### src/rtl/mem_pkg.sv
// Shared encodings and helpers for the load/store unit.
// Size codes, FSM state type, byte-enable, replication and alignment helpers.
package mem_pkg;

  localparam logic [1:0] SZ_BYTE = 2'b00;
  localparam logic [1:0] SZ_HALF = 2'b01;
  localparam logic [1:0] SZ_WORD = 2'b10;
  localparam logic [1:0] SZ_ILL  = 2'b11;

  typedef enum logic [1:0] {
    S_IDLE,
    S_REQ,
    S_WAIT,
    S_DONE
  } state_t;

  function automatic logic [3:0] be_gen(
    input logic [1:0] size,
    input logic [1:0] a
  );
    logic [3:0] be;
    case (size)
      SZ_BYTE: be = 4'b0001 << a;
      SZ_HALF: be = 4'b0011 << {a[1], 1'b0};
      default: be = 4'b1111;
    endcase
    return be;
  endfunction

  function automatic logic [31:0] repl(
    input logic [1:0]  size,
    input logic [31:0] d
  );
    logic [31:0] r;
    case (size)
      SZ_BYTE: r = {4{d[7:0]}};
      SZ_HALF: r = {2{d[15:0]}};
      default: r = d;
    endcase
    return r;
  endfunction

  // Misaligned or illegal size: answered without touching memory.
  function automatic logic bad_access(
    input logic [1:0] size,
    input logic [1:0] a
  );
    return (size == SZ_ILL) ||
           (size == SZ_HALF && a[0]) ||
           (size == SZ_WORD && a != 2'b00);
  endfunction

endpackage

### src/rtl/mem_access_unit_load_extend.sv
// Load lane select plus sign/zero extension.
// Ports: addr/size/uns select the lane of word; result is the 32-bit value.
module load_extend
  import mem_pkg::*;
(
  input  logic [1:0]  addr,
  input  logic [1:0]  size,
  input  logic        uns,
  input  logic [31:0] word,
  output logic [31:0] result
);

  logic [7:0]  b;
  logic [15:0] h;

  always_comb begin
    b = word[{addr, 3'b000} +: 8];
    h = word[{addr[1], 4'b0000} +: 16];
    case (size)
      SZ_BYTE: result = uns ? {24'b0, b} : {{24{b[7]}}, b};
      SZ_HALF: result = uns ? {16'b0, h} : {{16{h[15]}}, h};
      default: result = word;
    endcase
  end

endmodule

### src/rtl/mem_access_unit.sv
// Load/store unit: core request -> req/gnt/rvalid data-memory port.
// Ports: req_* from core, resp_* back, busy stall, mem_* to data memory.
module mem_access_unit
  import mem_pkg::*;
#(
  parameter int TIMEOUT = 16
) (
  input  logic        clk,
  input  logic        rst_n,
  input  logic        req_valid,
  output logic        req_ready,
  input  logic        req_we,
  input  logic [1:0]  req_size,
  input  logic        req_unsigned,
  input  logic [31:0] req_addr,
  input  logic [31:0] req_wdata,
  output logic        resp_valid,
  output logic [31:0] resp_rdata,
  output logic        resp_err,
  output logic        busy,
  output logic        mem_req,
  output logic        mem_we,
  output logic [31:0] mem_addr,
  output logic [3:0]  mem_be,
  output logic [31:0] mem_wdata,
  input  logic        mem_gnt,
  input  logic        mem_rvalid,
  input  logic [31:0] mem_rdata
);

  localparam logic [15:0] LAST = 16'(TIMEOUT - 1);

  state_t      state, nxt;
  logic        we_q, uns_q, err_q;
  logic [1:0]  size_q;
  logic [31:0] addr_q, wdata_q, rdata_q, ext;
  logic [15:0] cnt_q;
  logic        tmo, accept, in_req, done;

  assign tmo    = cnt_q >= LAST;
  assign accept = (state == S_IDLE) && req_valid;
  assign in_req = state == S_REQ;
  assign done   = state == S_DONE;

  load_extend u_ext (
    .addr   (addr_q[1:0]),
    .size   (size_q),
    .uns    (uns_q),
    .word   (mem_rdata),
    .result (ext)
  );

  always_ff @(posedge clk or negedge rst_n) begin
    if (!rst_n) state <= S_IDLE;
    else        state <= nxt;
  end

  always_comb begin
    nxt = state;
    unique case (state)
      S_IDLE:
        if (req_valid)
          nxt = bad_access(req_size, req_addr[1:0]) ? S_DONE : S_REQ;
      S_REQ:
        if (mem_gnt)  nxt = we_q ? S_DONE : S_WAIT;
        else if (tmo) nxt = S_DONE;
      S_WAIT:
        if (mem_rvalid || tmo) nxt = S_DONE;
      S_DONE:
        nxt = S_IDLE;
    endcase
  end

  always_ff @(posedge clk or negedge rst_n) begin
    if (!rst_n) begin
      we_q    <= 1'b0;
      uns_q   <= 1'b0;
      size_q  <= 2'b00;
      addr_q  <= 32'b0;
      wdata_q <= 32'b0;
      rdata_q <= 32'b0;
      err_q   <= 1'b0;
      cnt_q   <= 16'b0;
    end else begin
      if (accept) begin
        we_q    <= req_we;
        uns_q   <= req_unsigned;
        size_q  <= req_size;
        addr_q  <= req_addr;
        wdata_q <= req_wdata;
        rdata_q <= 32'b0;
        err_q   <= bad_access(req_size, req_addr[1:0]);
        cnt_q   <= 16'b0;
      end else if (state == S_REQ || state == S_WAIT) begin
        cnt_q <= cnt_q + 16'd1;
      end
      if (in_req && !mem_gnt && tmo)
        err_q <= 1'b1;
      // rvalid only counts while waiting; stale data is dropped.
      if (state == S_WAIT) begin
        if (mem_rvalid) rdata_q <= ext;
        else if (tmo)   err_q   <= 1'b1;
      end
    end
  end

  assign req_ready  = state == S_IDLE;
  assign busy       = state != S_IDLE;
  assign resp_valid = done;
  assign resp_err   = done & err_q;
  assign resp_rdata = done ? rdata_q : 32'b0;
  assign mem_req    = in_req;
  assign mem_we     = in_req & we_q;
  assign mem_addr   = in_req ? {addr_q[31:2], 2'b00} : 32'b0;
  assign mem_be     = in_req ? be_gen(size_q, addr_q[1:0]) : 4'b0;
  assign mem_wdata  = in_req ? repl(size_q, wdata_q) : 32'b0;

endmodule

### config.mk
export PLATFORM = sky130hd
export DESIGN_NAME = mem_access_unit
export DESIGN_NICKNAME = d
export VERILOG_FILES = /design/src/rtl/mem_pkg.sv /design/src/rtl/mem_access_unit_load_extend.sv /design/src/rtl/mem_access_unit.sv
export SDC_FILE = /design/constraint.sdc
export NUM_CORES = 1
export LEC_CHECK = 0
export ABC_AREA = 0
export BUFFER_PORTS_ARGS = -buffer_cell sky130_fd_sc_hd__buf_2
export CAP_MARGIN = 20
export CORE_ASPECT_RATIO = 0.9
export CORE_MARGIN = 10
export CORE_UTILIZATION = 55
export CTS_BUF_LIST = sky130_fd_sc_hd__clkbuf_8
export CTS_CLUSTER_SIZE = 8
export DETAILED_ROUTE_END_ITERATION = 8
export PLACE_DENSITY = 0.86
export SETUP_SLACK_MARGIN = 0.4
export SYNTH_ARGS = -nofsm -noshare
export SYNTH_HDL_FRONTEND = slang
export SYNTH_SLANG_ARGS = --single-unit
### constraint.sdc
create_clock -name clk -period 4 [get_ports clk]
set_clock_uncertainty 0.15 [all_clocks]
set_input_delay 0 -clock clk [delete_from_list [all_inputs] [get_ports clk]]
set_output_delay 0 -clock clk [all_outputs]
set_load 0.005 [all_outputs]
==> metrics.csv, run 1 <==
stage;metric;value;unit
clock_tree;worst-case clock buffer depth;2;
worst_setup_path;depth of the worst register-to-register path;5;
timing;endpoints failing hold;0;
clock_tree;Clock transition at path regs;0.07;ns
global_routing;initial antenna violation count;2;
route;total number of vias;6680;
clock_tree;CTS HTree Levels;4;
route;initial drt markers;708;
global_routing;first-pass GRT wire length;36.36;mm
final_layout;layout cells sized above 1;0.2362;
synthesis;register area share after synthesis;0.4750;
pwr;Leak;4.814;nW
final_layout;Multi-input gate area;3000;um2
timing;Setup TNS Final;0;ns
pwr;combinational share of power;0.428;
synthesis;ys async rst share;1.000;
synthesis;#FFs+latches synth;119;
global_routing;met2 track demand over resource;0.4569;
global_routing;vias in the first global route;6964;
timing;Worst Tran Pin Value;1.054;ns
worst_setup_path;Worst Setup Path Type;reg -> reg;
clock_tree;# Post-CTS Setup Buffers;0;
route;Residual DRC;0;
placement;IO Port Bufs;208;
worst_setup_path;CP Max Fanout;31;
worst_setup_path;Most common cell on crit path;a21oi_1;
worst_setup_path;worst-path cell chain;mux4_2 -> and2_1 -> a21oi_1 -> a21oi_1 -> dlygate4sd3_1;
route;Via-to-Cell Ratio;5.449;
global_routing;grt met1 use;0.3186;
global_routing;met3 usage;0.1051;
pwr;overall power;5.697;mW
timing;Max Clock Freq;311.8;MHz
timing;Setup violations, final;0;
die;I/O Pins;211;
synthesis;number of synthesized flops with an enable pin;0;
timing;period utilisation layout;0.8019;
route;final WL;22.46;mm
worst_setup_path;Worst setup EP type;flop;
worst_setup_path;Critical Path RT;4.17;ns
global_routing;largest net degree at the start of global routing;56;
placement;gp weighted congestion;0.8488;
pwr;sequential share of power;0.370;
final_layout;Area Growth Syn to Fin;42.32;%
placement;placed wire-length estimate;13.20;mm
synthesis;distinct cell type count after synthesis;47;
die;Die Width;132.5;um
timing;headroom to the max-slew limit;0.2974;
final_layout;nets;1168;
pwr;clock power share;0.202;
die;initial cell density of the core;0.5704;
pwr;pwr/cell area;638.6;nW/um2
die;DIE AREA;16070;um2
pwr;Internal;3.379;mW
route;DR pass1 iterations;7;
outcome;status;finished, final reports clean;
pwr;NetSw;2.319;mW
hold_path;HP Class;in -> async;
die;# rows;36;
timing;max-slew violations;0;
worst_setup_path;critical path arrival;3.38;ns
job;max cap viols;0;
global_routing;Total GRT Usage;0.2777;
global_routing;Most Crowded Layer GR;met2;
clock_tree;total CTS buffers;17;
worst_setup_path;flop-to-flop setup slack;0.79;ns
route;WL/cell;18.32;um
worst_setup_path;slowest cell delay on critical path;0.92;ns
global_routing;total grt overflow;0;
worst_setup_path;Worst Setup Start Kind;flop;
die;Vert. Die Dim;121.3;um
timing;minimum clock period;3.208;ns
worst_setup_path;crit path max-delay cell type;dfrtp_1;
synthesis;Mapped Cells;759;
clock_tree;Clock Sinks;119;
synthesis;mapped cell area;6269;um2
clock_tree;Post-CTS Resized;0;
synthesis;Post-synth top flop;dfrtp_1;
clock_tree;CTS tree;built;
die;Placeable Area;10990;um2
timing;RSZ-0062 raised after global routing;no;
synthesis;Yosys warnings;0;
pwr;switch share;0.4070;
clock_tree;clk_lat worst skew;0.44;ns
clock_tree;Root Buffer;clkbuf_8;
final_layout;Fill cells;686;
synthesis;Syn Area/Cell;8.259;um2
pwr;Max rail drop VDD;0.4342;mV
route;Antenna Nets Post-Route;0;
final_layout;register area;2978;um2
## cells in the final DEF (no fill, tap or decap), types with 2 or more instances in the layout
cell type      count
o21a_1             3
clkbuf_8          20
a31oi_1            2
a22oi_1           24
a41o_1             2
or3_1              2
clkinvlp_4         2
o21ai_0           27
dfrtp_1          119
xnor2_1            8
nand3_1            3
and3_1             3
nor4_1             5
o22ai_1           10
bufinv_16          3
clkinv_2           3
diode_2            3
nor2b_1           13
nor2_1            21
conb_1             2
a222oi_1           7
xor2_1             3
ha_1               4
a21boi_0           8
mux2i_1           18
and2_1            83
nor3_1             8
a21oi_1           20
buf_4              9
nand4_1            4
o2bb2ai_1          2
dlygate4sd3_1    114
buf_2            207
inv_1             28
nand2_1          265
## worst paths after layout
check                                            start                       to
max in group asynchronous                        rst_n     cnt_q[0]$_DFFE_PN0P_
min in group clk                          req_wdata[0]   wdata_q[0]$_DFFE_PN0P_
worst max register to register   addr_q[1]$_DFFE_PN0P_    rdata_q[14]$_DFF_PN0_
worst min register to register  addr_q[30]$_DFFE_PN0P_   addr_q[30]$_DFFE_PN0P_
worst max-delay path             addr_q[1]$_DFFE_PN0P_    rdata_q[14]$_DFF_PN0_
worst min-delay path                             rst_n  wdata_q[20]$_DFFE_PN0P_
## layout make-up
type | count | share of cell area
Timing Repair Buffer | 330 | 0.2516
Tap cell | 152 | 0.02132
Clock inverter | 12 | 0.01515
Sequential cell | 119 | 0.3338
Multi-Input combinational cell | 566 | 0.3363
Inverter | 24 | 0.01010
Antenna cell | 3 | 0.0008415
Clock buffer | 20 | 0.03086
## critical path, delay by kind of cell (launching register included)
| family | cells | cell delay [ns] |
|---|---|---|
| buffers and inverters | 1 | 0.58 |
| and+or+nand+nor | 1 | 0.19 |
| muxes | 1 | 0.63 |
| AOI/OAI and AO/OA | 2 | 0.62 |
| DFF | 1 | 0.92 |
## metal layers
layer  up-vias  part of all wire  wire (um)
li1       3078                 -          -
met1      3113              0.38       8634
met2       403              0.48      10800
met3        86              0.10       2263
met4         0             0.034        764
met5         -                 0          0
## synthesized netlist by cell type, types with 10 or more instances
| cell type | n | area share |
|---|---|---|
| dfrtp_1 | 119 | 0.48 |
| and2_1 | 84 | 0.084 |
| nand2_1 | 266 | 0.16 |
| nor2_1 | 21 | 0.013 |
| o21ai_0 | 27 | 0.022 |
| nor2b_1 | 13 | 0.013 |
| mux2i_1 | 18 | 0.029 |
| a21oi_1 | 20 | 0.016 |
| clkbuf_1 | 37 | 0.022 |
| a22oi_1 | 24 | 0.029 |
| inv_1 | 24 | 0.014 |
| o22ai_1 | 10 | 0.010 |
## cells by family after synthesis
family          count (synthesis)  share of synthesized area
simple gates                  416                     0.2998
fa+ha+maj                       5                   0.009980
buf+inv                        75                    0.04790
mux                            19                    0.03233
flops                         119                     0.4751
compound gates                113                     0.1190
other cells                     1                  0.0005982
xor+xnor                       11                    0.01537
## power by group through the flow
stage          Clock (mW)  Sequential [mW]  Combinational, mW
2_1_floorplan           0             1.90               1.57
3_3_place_gp            0             2.07               2.10
3_5_place_dp            0             2.09               2.17
4_1_cts              1.15             2.07               2.36
5_1_grt              1.21             2.16               2.74
6_report             1.15             2.11               2.44
## state kept, by name (all words and copies together) (netlist names)
signal	count
rdata_q	32
size_q	2
cnt_q	16
addr_q	32
uns_q	1
err_q	1
state	2
we_q	1
wdata_q	32
## metrics by stage
step | hold WS, ns | util | instance area (um2) | setup slack, ns | std cells
after detailed placement | -0.06505 | 0.6699 | 7362 | 1.285 | 1077
after CTS | 0.01047 | 0.8110 | 8914 | 0.9257 | 1223
after global placement | -0.06555 | 0.6699 | 7362 | 1.405 | 1077
after global routing | 0.03932 | 0.8115 | 8919 | 0.5717 | 1225
final | 0.006847 | 0.8117 | 8921 | 0.7924 | 1226
after floorplan | -0.4456 | - | 6272 | 2.030 | 760
## what timing repair did
item | 4_1_cts | 5_1_grt
hold buffers | 114 | 0
endpoints found under the hold margin | 156 | 0
endpoints found under the setup margin | 0 | 0
Note: power is estimated with default switching activity, not from simulation.
==> run 2, diff against run 1 <==
Settings changed: CORE_UTILIZATION 55 to 47, PLACE_DENSITY 0.86 to 0.78.
Clock period 4 ns to 2.7 ns, I/O delays scaled along.
==> run 2 against run 1 <==
  * Via count shrank 3.0%
  * Sequential share of layout area shrank 0.27 points
  * Maximum frequency grew 45%
  * Critical path depth grew 1
  * Combinational power grew 49%
  * Non-clock buffer count shrank 2
  * Cell count grew 0.98%
  * Clock power grew 50%
  * Largest cell class unchanged
  * Count of clock-buffer cells in the layout shrank 2
  * Routed wire length shrank 4.1%
  * Worst setup slack lost 0.31 ns
  * Die area grew 14%
==> metrics.csv, run 2 (same netlist as run 1, synthesis figures left out) <==
stage;metric;value;unit
final_layout;final core occ;0.6988;
route;Antenna Nets Post-Route;0;
timing;hold_ws;0.1378;ns
worst_setup_path;depth of the worst register-to-register path;6;
final_layout;leading registers by flop count;addr_q (32), rdata_q (32), wdata_q (32);
route;WL/cell;17.40;um
worst_setup_path;Critical Path RT;2.86;ns
timing;RSZ-0062 raised after global routing;yes;
timing;endpoints failing hold;0;
die;Placeable Area;12880;um2
route;Residual DRC;0;
placement;placed wire-length estimate;13.54;mm
die;I/O Pins;211;
worst_setup_path;CP Max Fanout;7;
worst_setup_path;RR Endpoint;cnt_q[10]$_DFFE_PN0P_;
pwr;pwr/cell area;929.6;nW/um2
final_layout;nets;1166;
worst_setup_path;critical path arrival;2.37;ns
worst_setup_path;worst-path cell chain;inv_1 -> ha_1 -> nand2_1 -> nor4_1 -> xnor2_1 -> nor2_1;
outcome;status;finished, final reports clean;
final_layout;layout cells sized above 1;0.2498;
global_routing;total grt overflow;0;
final_layout;most common cell after layout, fill and taps aside;nand2_1;
timing;minimum clock period;2.216;ns
placement;gp weighted congestion;0.8618;
die;Die Width;141.7;um
worst_setup_path;slowest cell delay on critical path;0.45;ns
global_routing;initial antenna violation count;5;
hold_path;HP Class;in -> reg;
pwr;Max rail drop VDD;0.4762;mV
clock_tree;Clock transition at path regs;0.08;ns
final_layout;Fill cells;966;
clock_tree;CTS tree;built;
route;total number of vias;6480;
timing;Setup violations, final;0;
global_routing;first-pass GRT wire length;34.49;mm
final_layout;Multi-input gate area;3024;um2
worst_setup_path;Worst Setup Path Type;reg -> reg;
route;top layer in use;met4;
worst_setup_path;crit path max-delay cell type;dfrtp_1;
die;# rows;39;
timing;max-slew violations;0;
timing;Setup TNS Final;0;ns
die;Vert. Die Dim;129.6;um
worst_setup_path;Worst setup EP type;flop;
route;final WL;21.54;mm
route;Via-to-Cell Ratio;5.234;
pwr;Leak;4.816;nW
global_routing;largest net degree at the start of global routing;57;
final_layout;most frequent cells in the layout;nand2_1 (265), buf_2 (207), dfrtp_1 (117);
worst_setup_path;worst setup path endpoint;cnt_q[10]$_DFFE_PN0P_;
route;initial drt markers;614;
job;max cap viols;0;
timing;period utilisation layout;0.8208;
placement;IO Port Bufs;208;
final_layout;Area Growth Syn to Fin;43.61;%
die;initial cell density of the core;0.4866;
die;DIE AREA;18360;um2
global_routing;vias in the first global route;6733;
route;metal3 WL;1.968;mm
timing;Worst Tran Pin Value;0.8627;ns
clock_tree;Root Buffer;clkbuf_8;
clock_tree;clk_lat worst skew;0.43;ns
clock_tree;Clock Sinks;119;
timing;Max Clock Freq;451.2;MHz
final_layout;register area;2980;um2
route;Met1 Wirelength;8.689;mm
clock_tree;CTS HTree Levels;4;
clock_tree;worst-case clock buffer depth;2;
worst_setup_path;R2R Path Start;state[0]$_DFFE_PN0P_;
worst_setup_path;flop-to-flop setup slack;0.48;ns
global_routing;Total GRT Usage;0.2287;
pwr;overall power;8.368;mW
route;DR pass1 iterations;6;
clock_tree;total CTS buffers;17;
timing;headroom to the max-slew limit;0.4248;
worst_setup_path;Worst Setup Start Kind;flop;
worst_setup_path;Critical Path Source;state[0]$_DFFE_PN0P_;
route;met2 wire len;10.14;mm
## run 2: layer usage
layer / GRT usage / vias to the layer above
met2: 0.3629 / 323
met1: 0.2763 / 3012
met5: 0 / -
met3: 0.08035 / 70
li1: - / 3075
met4: 0.1021 / 0
## run 2: power breakdown
group	switching (mW)	total [mW]	internal (mW)	leakage [nW]
combinational	2.08	3.63	1.55	3.08
clock	0.780	1.73	0.946	0.211
sequential	0.538	3.02	2.48	1.52
total	3.40	8.37	4.97	4.82
## run 2: worst min-delay path by stage
stage,from,to,depth (start not counted)
final,req_wdata[20],wdata_q[20]$_DFFE_PN0P_,4
after global routing,req_addr[15],addr_q[15]$_DFFE_PN0P_,4
after global placement,rst_n,rdata_q[17]$_DFF_PN0_,1
after floorplan,rst_n,addr_q[0]$_DFFE_PN0P_,0
after CTS,req_addr[7],addr_q[7]$_DFFE_PN0P_,4
after detailed placement,rst_n,rdata_q[17]$_DFF_PN0_,1
## run 2: area by class of cell
cell class | instances | area share
Sequential cell | 119 | 0.3311
Tap cell | 164 | 0.02279
Antenna cell | 5 | 0.001390
Inverter | 24 | 0.01001
Multi-Input combinational cell | 566 | 0.3359
Timing Repair Buffer | 328 | 0.2518
Clock buffer | 18 | 0.02752
Clock inverter | 14 | 0.01946
## run 2: critical path, delay by kind of cell (launching register included)
| family | cells | cell delay [ns] |
|---|---|---|
| simple gates | 3 | 0.73 |
| flops | 1 | 0.45 |
| fa+ha+maj | 1 | 0.44 |
| xor+xnor | 1 | 0.19 |
| buf+inv | 1 | 0.12 |
## run 2: stage by stage
stage / area, um2 / std cells / setup WS (ns)
global placement: 7452 / 1094 / 0.5317
floorplan: 6272 / 760 / 0.7305
detailed placement: 7452 / 1094 / 0.4514
global route: 9002 / 1238 / 0.3508
finish: 9002 / 1238 / 0.4837
CTS: 8960 / 1233 / 0.4092
## run 2: repair_timing
| action | CTS | global route |
|---|---|---|
| endpoints found under the hold margin | 222 | 0 |
| buffers inserted | 0 | 0 |
| hold buffers | 107 | 0 |
| endpoints found under the setup margin | 3 | 17 |
| gates resized for setup | 1 | 7 |
